`config.mk`:
```
export PLATFORM = sky130hd
export DESIGN_NAME = led_arbiter
export DESIGN_NICKNAME = d
export VERILOG_FILES = /design/src/rtl/led_pkg.sv /design/src/rtl/led_hold_timer.sv /design/src/rtl/led_arbiter.sv
export SDC_FILE = /design/constraint.sdc
export NUM_CORES = 1
export LEC_CHECK = 0
export CAP_MARGIN = 20
export CELL_PAD_IN_SITES_DETAIL_PLACEMENT = 1
export CELL_PAD_IN_SITES_GLOBAL_PLACEMENT = 1
export CORE_UTILIZATION = 39
export CTS_BUF_LIST = sky130_fd_sc_hd__clkbuf_8
export CTS_CLUSTER_SIZE = 20
export DETAILED_ROUTE_END_ITERATION = 10
export GPL_TIMING_DRIVEN = 0
export MAX_ROUTING_LAYER = met4
export PLACE_DENSITY = 0.89
export SYNTH_ARGS = -nofsm -noshare
export SYNTH_HDL_FRONTEND = slang
export SYNTH_SLANG_ARGS = --single-unit
```
`constraint.sdc`:
```
create_clock -name clk -period 3.1 [get_ports clk]
set_input_delay 0.31 -clock clk [delete_from_list [all_inputs] [get_ports clk]]
set_output_delay 0.31 -clock clk [all_outputs]
set_load 0.02 [all_outputs]
```
`src/rtl/led_pkg.sv`:
```
// rtl/led_pkg.sv - shared types and constants for the LED arbiter
package led_pkg;

    typedef logic [2:0] colour_t;

    localparam colour_t LED_OFF = 3'b000;

    // Wide enough for any legal MAX_HOLD (up to 255)
    localparam int HOLD_W = 8;

    typedef enum logic [1:0] {
        ST_IDLE  = 2'd0,
        ST_OWN_A = 2'd1,
        ST_OWN_B = 2'd2
    } arb_state_t;

    typedef enum logic {
        SERVED_A = 1'b0,
        SERVED_B = 1'b1
    } served_t;

endpackage

```
`src/rtl/led_hold_timer.sv`:
```
// rtl/led_hold_timer.sv - saturating grant hold counter with MIN/MAX flags
module led_hold_timer
    import led_pkg::*;
#(
    parameter int MIN_HOLD = 4,
    parameter int MAX_HOLD = 16
) (
    input  logic clk,
    input  logic rst,
    input  logic load,
    input  logic enable,
    output logic min_reached,
    output logic max_reached
);

    localparam logic [HOLD_W-1:0] MIN_C = HOLD_W'(MIN_HOLD);
    localparam logic [HOLD_W-1:0] MAX_C = HOLD_W'(MAX_HOLD);

    logic [HOLD_W-1:0] count;

    // Count value equals the number of cycles the current owner has held the LED
    always_ff @(posedge clk) begin
        if (rst) begin
            count <= '0;
        end else if (load) begin
            count <= HOLD_W'(1);
        end else if (enable && (count < MAX_C)) begin
            count <= count + HOLD_W'(1);
        end
    end

    assign min_reached = (count >= MIN_C);
    assign max_reached = (count >= MAX_C);

endmodule

```
`src/rtl/led_arbiter.sv`:
```
// rtl/led_arbiter.sv - two-requester LED arbiter with min/max hold times
module led_arbiter
    import led_pkg::*;
#(
    parameter int MIN_HOLD = 4,
    parameter int MAX_HOLD = 16
) (
    input  logic       clk,
    input  logic       rst,
    input  logic       req_a,
    input  logic [2:0] colour_a,
    input  logic       req_b,
    input  logic [2:0] colour_b,
    output logic       gnt_a,
    output logic       gnt_b,
    output logic [2:0] colour,
    output logic       busy
);

    arb_state_t state;
    arb_state_t state_next;
    served_t    last_served;
    colour_t    colour_next;
    logic       hold_load;
    logic       hold_enable;
    logic       min_reached;
    logic       max_reached;

    led_hold_timer #(
        .MIN_HOLD (MIN_HOLD),
        .MAX_HOLD (MAX_HOLD)
    ) u_hold_timer (
        .clk         (clk),
        .rst         (rst),
        .load        (hold_load),
        .enable      (hold_enable),
        .min_reached (min_reached),
        .max_reached (max_reached)
    );

    always_comb begin
        state_next = state;
        case (state)
            ST_IDLE: begin
                if (req_a && req_b) begin
                    state_next = (last_served == SERVED_B) ? ST_OWN_A : ST_OWN_B;
                end else if (req_a) begin
                    state_next = ST_OWN_A;
                end else if (req_b) begin
                    state_next = ST_OWN_B;
                end
            end
            ST_OWN_A: begin
                // Release after min hold, or yield to a waiting B after max hold
                if ((!req_a && min_reached) || (max_reached && req_b)) begin
                    state_next = req_b ? ST_OWN_B : ST_IDLE;
                end
            end
            ST_OWN_B: begin
                if ((!req_b && min_reached) || (max_reached && req_a)) begin
                    state_next = req_a ? ST_OWN_A : ST_IDLE;
                end
            end
            default: state_next = ST_IDLE;
        endcase
    end

    always_comb begin
        hold_load   = (state_next != ST_IDLE) && (state_next != state);
        hold_enable = (state_next != ST_IDLE) && (state_next == state);
        case (state_next)
            ST_OWN_A: colour_next = colour_a;
            ST_OWN_B: colour_next = colour_b;
            default:  colour_next = LED_OFF;
        endcase
    end

    // Outputs are registered from the next state so they align with the grant
    always_ff @(posedge clk) begin
        if (rst) begin
            state       <= ST_IDLE;
            last_served <= SERVED_B;
            gnt_a       <= 1'b0;
            gnt_b       <= 1'b0;
            busy        <= 1'b0;
            colour      <= LED_OFF;
        end else begin
            state <= state_next;
            if (hold_load) begin
                last_served <= (state_next == ST_OWN_A) ? SERVED_A : SERVED_B;
            end
            gnt_a  <= (state_next == ST_OWN_A);
            gnt_b  <= (state_next == ST_OWN_B);
            busy   <= (state_next != ST_IDLE);
            colour <= colour_next;
        end
    end

endmodule

```
==> metrics.md, run 1 <==
| Metric | Value |
|---|---|
| # Max-Cap Violations | 0 |
| Cts bufs inserted | 3 |
| EDFF count, synth | 0 |
| Switching Share | 35.4% |
| Antenna Violating Nets Remaining | 0 |
| Synthesized area | 846 um^2 |
| Final Util | 54.2% |
| Combinational share of power | 33.9% |
| Crit path from | u_hold_timer.count[7] |
| Reg2reg path depth | 9 |
| Core area | 2000 um^2 |
| Peak VDD IR | 0.361 mV |
| Vias in the first global route | 757 |
| Clock power frac | 26.4% |
| Pwr/cell area | 612 nW/um^2 |
| Highest metal used | met4 |
| Most frequent cells in the layout | dfxtp_1, clkdlybuf4s50_1, nor2_1 |
| Gpl congestion | 0.903 |
| Worst slew pin tran | 0.539 ns |
| R2r setup slk | 0.24 ns |
| CP Class | flop to flop |
| Clock tree buffer depth | 2 |
| IO Port Bufs | 15 |
| DP Area | 1030 um^2 |
| Layout cells sized above 1 | 9.65% |
| Crit path launch type | flop |
| FP Rows | 16 |
| # H-tree levels | 1 |
| Drt wl/cell | 16.0 um |
| Fin crit period | 2.86 ns |
| Crit path max fanout | 10 |
| Period Utilization, post-route | 92.1% |
| Commonest non-fill, non-tap cell in the layout | dfxtp_1 |
| DRT Pass-1 Iters | 4 |
| Buffer count from post-CTS setup fixing | 0 |
| CP endpoint kind | flop |
| Vias per Instance | 5.48 |
| Leakage power | 0.000436 uW |
| Worst EP arrival | 2.98 ns |
| Number of distinct library cells after synthesis | 30 |
| Setup violators final | 0 |
| DR vias | 772 |
| Final nets | 131 |
| Routed met2 length | 1.21 mm |
| Slew Viols, Final | 0 |
| Clk sinks | 17 |
| Met3 Routed Length | 86 um |
| Clk_lat worst skew | 0.26 ns |
| DP Wirelength | 1.61 mm |
| Sequential area share after synthesis | 40.2% |
| Sequential share of power | 39.8% |
| Gr usage total | 22.0% |
| Setup TNS | 0 ns |
| Final WL | 2.25 mm |
| Ys Warns | 0 |
| Critical path's slowest cell | nor4_4 |
| Initial antenna violation count | 0 |
| Crit Reg-Reg Startpoint | u_hold_timer.count[7] |
| Reg clk slew, reported paths | 0.07 ns |
| Initial Util | 42.2% |
| DR iter-0 viols | 11 |
| Post-route cell area | 1080 um^2 |
| Fillcell total | 253 |
| Run status | completed |
| Met1 WL | 899 um |
| CTS tree | yes |
| Main flop type after synthesis | dfxtp_1 |
| HP Class | flop to flop |
| Pint | 429 uW |
| Synth Register Bits | 17 |
| Largest net degree at the start of global routing | 11 |
| Worst Min Path Start | u_hold_timer.count[5] |
| P&R area growth vs syn | 28.3% |
| First-pass GRT wire length | 3.71 mm |
| Cell Chain, Critical Path | nor4_4, nand3_1, and3_1, a31oi_1, ha_1, clkbuf_1, nor2_1, a41oi_1, nor3_2 |
| Worst path max stage delay | 0.50 ns |
| Reg-to-reg critical path endpoint | u_hold_timer.count[4] |
| Psw | 235 uW |
| Max_slew headroom | 64.0% |
| ANT cells | 0 |
| Async S/R FF share, synth | 0% |
| Drc violations | 0 |
| Worst endpoint required time | 3.23 ns |
| Fin. Hold Viols | 0 |
| Die height | 48.6 um |
| Hold depth | 1 |
| Skew final | 0.00551 ns |
| GRT overflow | 0 |
| Hold Path Sink | u_hold_timer.count[5] |
| Chip width | 48.6 um |
| Synthesized instance count | 95 |
| Post-synthesis net count | 111 |
| Synthesized area per cell | 8.90 um^2 |
| Clock root buffer | clkbuf_8 |
| # IOs | 16 |
| Fmax | 0.350 GHz |
| Die area | 2360 um^2 |
==> per-layer routing <==
metal / global-route usage [%] / vias up
met5: - / -
met4: 11.8 / 0
met3: 5.35 / 5
met2: 38.7 / 16
met1: 22.6 / 376
li1: - / 375
==> state kept, by name, summed over array words and instances (netlist names) <==
signal and count:
u_hold_timer.count 8, colour 3, state 2, busy 1, gnt_a 1, gnt_b 1
last_served 1
==> power by group through the flow <==
stage	Clock, uW	Combinational [uW]	Sequential (uW)
after floorplan	0	134	277
after global placement	0	209	266
after detailed placement	0	223	268
after CTS	181	226	263
after global routing	187	247	266
final	175	225	264
==> logic make-up (layout without fill, tap and decap cells) <==
kind of cell    after synthesis  count (layout)  share of synthesized area [%]
buf+inv                      10              29                           5.33
flops                        17              17                           40.2
simple gates                 40              40                           25.6
mux                           1               1                           1.18
compound gates               21              21                           18.8
fa+ha+maj                     6               6                           8.88
==> cells in the mapped netlist, drive strengths merged (3+ instances only) <==
master | number | area (um^2)
a22oi | 3 | 22.5
a31oi | 5 | 31.3
a41oi | 3 | 26.3
and2 | 4 | 25.0
dfxtp | 17 | 340
ha | 6 | 75.1
inv | 7 | 26.3
nand2 | 6 | 22.5
nand3 | 8 | 40.0
nor2 | 10 | 40.0
nor3 | 3 | 20.0
==> per-stage QoR <==
stage	power (uW)	worst slack (ns)	hold WS, ns	cells
2_1_floorplan	412	0.617	0.393	95
3_3_place_gp	475	0.185	0.491	137
3_5_place_dp	491	0.0774	0.493	137
4_1_cts	670	0.0456	0.505	141
5_1_grt	701	-0.00137	0.538	141
6_report	664	0.245	0.522	141
==> worst max-delay path: cells and delay by family (launching register included) <==
kind / cells / cell delay (ns)
AOI/OAI and AO/OA: 2 / 0.68
DFF: 1 / 0.35
and+or+nand+nor: 5 / 1.10
buffers and inverters: 1 / 0.35
adders and majority gates: 1 / 0.24
==> area by class of cell <==
cell class	instances	area [um^2]	share of cell area [%]
Timing Repair Buffer	15	150	13.8
Sequential cell	17	340	31.4
Clock buffer	3	41.3	3.81
Inverter	7	26.3	2.42
Clock inverter	1	5.00	0.461
Tap cell	27	33.8	3.11
Buffer	3	18.8	1.73
Multi-Input combinational cell	68	469	43.3
==> worst max path at each step <==
stage	end	slack (ns)	cells after the start
2_1_floorplan	u_hold_timer.count[4]	0.62	9
3_3_place_gp	u_hold_timer.count[4]	0.19	9
3_5_place_dp	u_hold_timer.count[4]	0.08	9
4_1_cts	u_hold_timer.count[4]	0.05	9
5_1_grt	u_hold_timer.count[4]	-0.001	9
6_report	u_hold_timer.count[4]	0.24	9
==> what timing repair did <==
| item | 4_1_cts | 5_1_grt |
|---|---|---|
| resized for setup | 0 | 1 |
| endpoints found under the setup margin | 0 | 4 |
| hold buffers | 0 | 0 |
(Power assumes the default switching activity.)
==> run 2, diff against run 1 <==
--- a/config.mk
+++ b/config.mk
@@ -14,7 +14,7 @@
 export DETAILED_ROUTE_END_ITERATION = 10
 export GPL_TIMING_DRIVEN = 0
 export MAX_ROUTING_LAYER = met4
-export PLACE_DENSITY = 0.89
+export PLACE_DENSITY = 0.9
 export SYNTH_ARGS = -nofsm -noshare
 export SYNTH_HDL_FRONTEND = slang
 export SYNTH_SLANG_ARGS = --single-unit
==> run 2 against run 1 <==
Cell count unchanged. Count of clock-buffer cells in the layout stayed put. Combinational power about the same. Register-to-register slack better by 0.03 ns. Largest cell class unchanged.
==> metrics.md, run 2 (same netlist as run 1, synthesis figures left out) <==
| Metric | Value |
|---|---|
| Run status | completed (unchanged) |
| Drt wl/cell | 16.2 um (was 16.0 um) |
| CTS tree | yes (unchanged) |
| Clk_lat worst skew | 0.25 ns (was 0.26 ns) |
| # IOs | 16 (unchanged) |
| Worst EP arrival | 2.95 ns (was 2.98 ns) |
| GRT overflow | 0 (unchanged) |
| Register bank with the most flops | u_hold_timer.count (unchanged) |
| Fmax | 0.355 GHz (was 0.350 GHz) |
| R2r setup slk | 0.28 ns (was 0.24 ns) |
| Final nets | 131 (unchanged) |
| Vias per Instance | 5.43 (was 5.48) |
| Vias in the first global route | 851 (was 757) |
| FP Rows | 16 (unchanged) |
| Top Registers | u_hold_timer.count: 8 flops, colour: 3 flops, state: 2 flops (unchanged) |
| Crit path launch type | flop (unchanged) |
| Max_slew headroom | 63.6% (was 64.0%) |
| Reg clk slew, reported paths | 0.07 ns (about the same) |
| Clock root buffer | clkbuf_8 (unchanged) |
| Drc violations | 0 (unchanged) |
| Worst endpoint required time | 3.23 ns (about the same) |
| Largest register FFs | 8 (unchanged) |
| CP endpoint kind | flop (unchanged) |
| Hold Path Sink | u_hold_timer.count[2] (was u_hold_timer.count[5]) |
| Hold depth | 2 (was 1) |
| Initial antenna violation count | 0 (unchanged) |
| Chip width | 48.6 um (unchanged) |
| First-pass GRT wire length | 3.89 mm (was 3.71 mm) |
| # Max-Cap Violations | 0 (unchanged) |
| IO Port Bufs | 15 (unchanged) |
| Core area | 2000 um^2 (unchanged) |
| Largest net degree at the start of global routing | 11 (unchanged) |
| Leakage power | 0.000438 uW (was 0.000436 uW) |
| Slew Viols, Final | 0 (unchanged) |
| DP Wirelength | 1.64 mm (was 1.61 mm) |
| Layout cells sized above 1 | 8.77% (was 9.65%) |
| Antenna Violating Nets Remaining | 0 (unchanged) |
| # H-tree levels | 1 (unchanged) |
| Hold buffer count at cts | 0 (unchanged) |
| Buffer count from post-CTS setup fixing | 0 (unchanged) |
| DRT Pass-1 Iters | 4 (unchanged) |
| Worst slew pin tran | 0.543 ns (was 0.539 ns) |
| P&R area growth vs syn | 28.1% (was 28.3%) |
| Peak VDD IR | 0.316 mV (was 0.361 mV) |
| DR iter-0 viols | 7 (was 11) |
| Gr usage total | 23.1% (was 22.0%) |
| Final hold slack | 0.520 ns (was 0.522 ns) |
| Reg2reg path depth | 9 (unchanged) |
| Fin. Hold Viols | 0 (unchanged) |
| Initial Util | 42.2% (unchanged) |
| DR vias | 766 (was 772) |
| Skew final | 0.00120 ns (was 0.00551 ns) |
| ANT cells | 0 (unchanged) |
| Period Utilization, post-route | 91.0% (was 92.1%) |
| Setup TNS | 0 ns (unchanged) |
| Fin crit period | 2.82 ns (was 2.86 ns) |
| Gpl congestion | 0.854 (was 0.903) |
| Crit path max fanout | 10 (unchanged) |
| RSZ-0062 raised after global routing | no |
| Final WL | 2.29 mm (was 2.25 mm) |
| Die height | 48.6 um (unchanged) |
| Fillcell total | 248 (was 253) |
| Reg-to-reg critical path endpoint | u_hold_timer.count[4] (unchanged) |
| Most frequent cells in the layout | dfxtp_1, clkdlybuf4s50_1, nor2_1 (unchanged) |
| Crit Reg-Reg Startpoint | u_hold_timer.count[7] (unchanged) |
| Pwr/cell area | 604 nW/um^2 (was 612 nW/um^2) |
| Cts bufs inserted | 3 (unchanged) |
| Worst Min Path Start | u_hold_timer.count[2] (was u_hold_timer.count[5]) |
| Die area | 2360 um^2 (unchanged) |
| Clock tree buffer depth | 2 (unchanged) |
| CP Class | flop to flop (unchanged) |
| Clk sinks | 17 (unchanged) |
| Commonest non-fill, non-tap cell in the layout | dfxtp_1 (unchanged) |
| Setup violators final | 0 (unchanged) |
| HP Class | flop to flop (unchanged) |
-- run 2: cell count changes in the layout (fill, tap and decap cells not counted) --
cell | before | now
clkinv_2 | 1 | 0
inv_1 | 7 | 8
-- run 2: repair_timing --
item	4_1_cts	5_1_grt
hold endpoints to repair	0	0
resized for setup	0	1
endpoints found under the setup margin	0	7
-- run 2: per-layer routing --
layer,track usage [%],vias to the layer above,routed length [um]
met1,24.4,368,951
li1,-,380,-
met4,8.82,0,38
met3,4.09,4,56
met5,-,-,0
met2,42.5,14,1240
-- run 2: final cells by class --
| class | instances | area [um^2] | share of cell area, % |
|---|---|---|---|
| clock inverters | 1 | 3.75 | 0.346 |
| plain buffers | 3 | 18.8 | 1.73 |
| inverters | 7 | 26.3 | 2.42 |
| well taps | 27 | 33.8 | 3.12 |
| repair buffers | 15 | 150 | 13.9 |
| flip-flops and latches | 17 | 340 | 31.4 |
| clock buffers | 3 | 41.3 | 3.81 |
| multi-input cells | 68 | 469 | 43.3 |
-- run 2: per-stage QoR --
stage          cell area, um^2  worst slack [ns]  utilization [%]  std cells  total power, uW
3_5_place_dp              1030            0.0573             51.4        137              491
5_1_grt                   1080            0.0113             54.1        141              697
3_3_place_gp              1030             0.165             51.4        137              474
4_1_cts                   1070            0.0423             53.7        141              659
6_report                  1080             0.280             54.1        141              654
2_1_floorplan              846             0.617                -         95              412
-- run 2: worst max-delay path by stage --
stage	start	end
CTS	u_hold_timer.count[7]	u_hold_timer.count[4]
global route	u_hold_timer.count[7]	u_hold_timer.count[4]
finish	u_hold_timer.count[7]	u_hold_timer.count[4]
floorplan	u_hold_timer.count[7]	u_hold_timer.count[4]
detailed placement	u_hold_timer.count[7]	u_hold_timer.count[4]
global placement	u_hold_timer.count[7]	u_hold_timer.count[4]
-- run 2: worst max-delay path, stage by stage, from the launching register on --
cell	delay, ns
dfxtp_1	0.35
nor4_4	0.50
nand3_1	0.16
and3_1	0.19
a31oi_1	0.44
ha_1	0.23
clkbuf_1	0.36
nor2_1	0.14
a41oi_1	0.27
nor3_2	0.05
-- run 2: report_power, final --
group / internal, uW / leakage, uW / switching, uW
sequential: 243 / 0.000139 / 19.4
clock: 87.9 / 0.0000269 / 77.5
combinational: 96.0 / 0.000272 / 130
==> run 3, diff against run 2 <==
--- a/config.mk
+++ b/config.mk
@@ -5,9 +5,11 @@
 export SDC_FILE = /design/constraint.sdc
 export NUM_CORES = 1
 export LEC_CHECK = 0
+export ABC_AREA = 0
 export CAP_MARGIN = 20
 export CELL_PAD_IN_SITES_DETAIL_PLACEMENT = 1
 export CELL_PAD_IN_SITES_GLOBAL_PLACEMENT = 1
+export CORE_MARGIN = 4
 export CORE_UTILIZATION = 39
 export CTS_BUF_LIST = sky130_fd_sc_hd__clkbuf_8
 export CTS_CLUSTER_SIZE = 20
==> run 3 against run 2 <==
Cell count did not move. Die area up 26%. Final area is 0.69% higher. Clock skew rose by 0.0019 ns. Critical path depth is the same. Hold slack got worse by 0.0042 ns. Sequential power is essentially flat. Largest power group unchanged. Sequential share of layout area decreased by 0.22 points. Global-route usage is 5.8 points lower. First-iteration DRC count is 14% lower. Core utilization is 0.38 points higher. Critical endpoint unchanged.
==> metrics.md, run 3 (same netlist as run 1, synthesis figures left out) <==
| Metric | Value |
|---|---|
| Worst EP arrival | 2.93 ns (was 2.95 ns) |
| Initial antenna violation count | 0 (unchanged) |
| Initial Util | 42.2% (unchanged) |
| CP Class | flop to flop (unchanged) |
| FP Rows | 16 (unchanged) |
| Period Utilization, post-route | 90.2% (was 91.0%) |
| Worst Min Path Start | u_hold_timer.count[2] (unchanged) |
| Setup TNS | 0 ns (unchanged) |
| Antenna Violating Nets Remaining | 0 (unchanged) |
| R2r setup slk | 0.30 ns (was 0.28 ns) |
| Hold buffer count at cts | 0 (unchanged) |
| DRT Pass-1 Iters | 3 (was 4) |
| Crit path max fanout | 10 (unchanged) |
| # IOs | 16 (unchanged) |
| Reg-to-reg critical path endpoint | u_hold_timer.count[4] (unchanged) |
| DR vias | 759 (was 766) |
| Leakage power | 0.000437 uW (was 0.000438 uW) |
| Clk sinks | 17 (unchanged) |
| CTS tree | yes (unchanged) |
| Crit path launch type | flop (unchanged) |
| Setup violators final | 0 (unchanged) |
| Layout cells sized above 1 | 10.5% (was 8.77%) |
| Gpl congestion | 0.761 (was 0.854) |
| HP Class | flop to flop (unchanged) |
| Worst endpoint required time | 3.23 ns (about the same) |
| Vias in the first global route | 785 (was 851) |
| RSZ-0062 raised after global routing | no (unchanged) |
| Top Registers | u_hold_timer.count: 8 flops, colour: 3 flops, state: 2 flops (unchanged) |
| Register bank with the most flops | u_hold_timer.count (unchanged) |
| Drc violations | 0 (unchanged) |
| Drt wl/cell | 14.7 um (was 16.2 um) |
| Reg clk slew, reported paths | 0.07 ns (about the same) |
| Pwr Total | 656 uW (was 654 uW) |
| Largest net degree at the start of global routing | 11 (unchanged) |
| IO Port Bufs | 15 (unchanged) |
| # Max-Cap Violations | 0 (unchanged) |
| Buffer count from post-CTS setup fixing | 0 (unchanged) |
| Final hold slack | 0.516 ns (was 0.520 ns) |
| Clock root buffer | clkbuf_8 (unchanged) |
| Chip width | 54.6 um (was 48.6 um) |
| CTS resizes | 0 (unchanged) |
| ANT cells | 0 (unchanged) |
| Pwr/cell area | 601 nW/um^2 (was 604 nW/um^2) |
| Run status | completed (unchanged) |
| Fillcell total | 236 (was 248) |
| Cts bufs inserted | 3 (unchanged) |
| Hold depth | 2 (unchanged) |
| Fin. Hold Viols | 0 (unchanged) |
| Max_slew headroom | 67.2% (was 63.6%) |
| Skew final | 0.00307 ns (was 0.00120 ns) |
| Hold Path Sink | u_hold_timer.count[2] (unchanged) |
| P&R area growth vs syn | 29.0% (was 28.1%) |
| Gr usage total | 17.3% (was 23.1%) |
| Vias per Instance | 5.38 (was 5.43) |
| Final Util | 54.5% (was 54.1%) |
| Die height | 54.6 um (was 48.6 um) |
| CP endpoint kind | flop (unchanged) |
| Fmax | 0.358 GHz (was 0.355 GHz) |
| DR iter-0 viols | 6 (was 7) |
| Reg2reg path depth | 9 (unchanged) |
| Commonest non-fill, non-tap cell in the layout | dfxtp_1 (unchanged) |
| Final WL | 2.07 mm (was 2.29 mm) |
| Fin crit period | 2.80 ns (was 2.82 ns) |
| Die area | 2980 um^2 (was 2360 um^2) |
| DP Wirelength | 1.58 mm (was 1.64 mm) |
| # H-tree levels | 1 (unchanged) |
| Multi-input logic area | 475 um^2 (was 469 um^2) |
| Most frequent cells in the layout | dfxtp_1, clkdlybuf4s50_1, nor2_1 (unchanged) |
| Crit Reg-Reg Startpoint | u_hold_timer.count[7] (unchanged) |
| Final nets | 131 (unchanged) |
| GRT overflow | 0 (unchanged) |
| Peak VDD IR | 0.323 mV (was 0.316 mV) |
| Storage cell area | 340 um^2 (unchanged) |
| Crit path from | u_hold_timer.count[7] (unchanged) |
| Slew Viols, Final | 0 (unchanged) |
| Core area | 2000 um^2 (unchanged) |
| First-pass GRT wire length | 3.42 mm (was 3.89 mm) |
| Worst slew pin tran | 0.489 ns (was 0.543 ns) |
| Clock tree buffer depth | 2 (unchanged) |
| Largest register FFs | 8 (unchanged) |
| Clk_lat worst skew | 0.26 ns (was 0.25 ns) |
[run 3: cell count changes in the layout (fill, tap and decap cells not counted)]
cell,before,now
a31oi_2,0,1
inv_1,8,7
clkinv_2,0,1
a31oi_1,5,4
[run 3: worst max path at each step]
stage	to	slack (ns)
after global placement	u_hold_timer.count[4]	0.18
after CTS	u_hold_timer.count[4]	0.01
after detailed placement	u_hold_timer.count[4]	0.02
final	u_hold_timer.count[4]	0.30
after floorplan	u_hold_timer.count[4]	0.62
after global routing	u_hold_timer.count[4]	0.11
[run 3: power by group]
part | switching, uW | internal [uW]
Sequential | 20.2 | 243
Clock | 80.4 | 89.3
Combinational | 126 | 97.2
[run 3: layout make-up]
class                           instances  area share, %
Buffer                                  3           1.72
Clock buffer                            3           3.78
Clock inverter                          1          0.459
Inverter                                7           2.41
Multi-Input combinational cell         68           43.6
Sequential cell                        17           31.2
Tap cell                               27           3.10
Timing Repair Buffer                   15           13.8
[run 3: routing by layer]
metal | global-route usage, % | share of wire (%) | vias to the layer above
met4 | 9.54 | 1.9 | 0
met5 | - | 0 | -
li1 | - | - | 376
met3 | 5.18 | 3.7 | 4
met1 | 17.5 | 44 | 365
met2 | 29.7 | 51 | 14
[run 3: worst max-delay path: stages (launching register included)]
cell      delay, ns
dfxtp_1        0.34
nor4_4         0.51
nand3_1        0.17
and3_1         0.20
a31oi_1        0.37
ha_1           0.23
clkbuf_1       0.37
nor2_1         0.15
a41oi_1        0.27
nor3_2         0.05
[run 3: per-stage QoR]
step / instance area (um^2) / setup slack, ns / instances
finish: 1090 / 0.305 / 141
global route: 1090 / 0.111 / 141
CTS: 1080 / 0.0100 / 141
detailed placement: 1030 / 0.0206 / 137
global placement: 1030 / 0.181 / 137
floorplan: 846 / 0.617 / 95
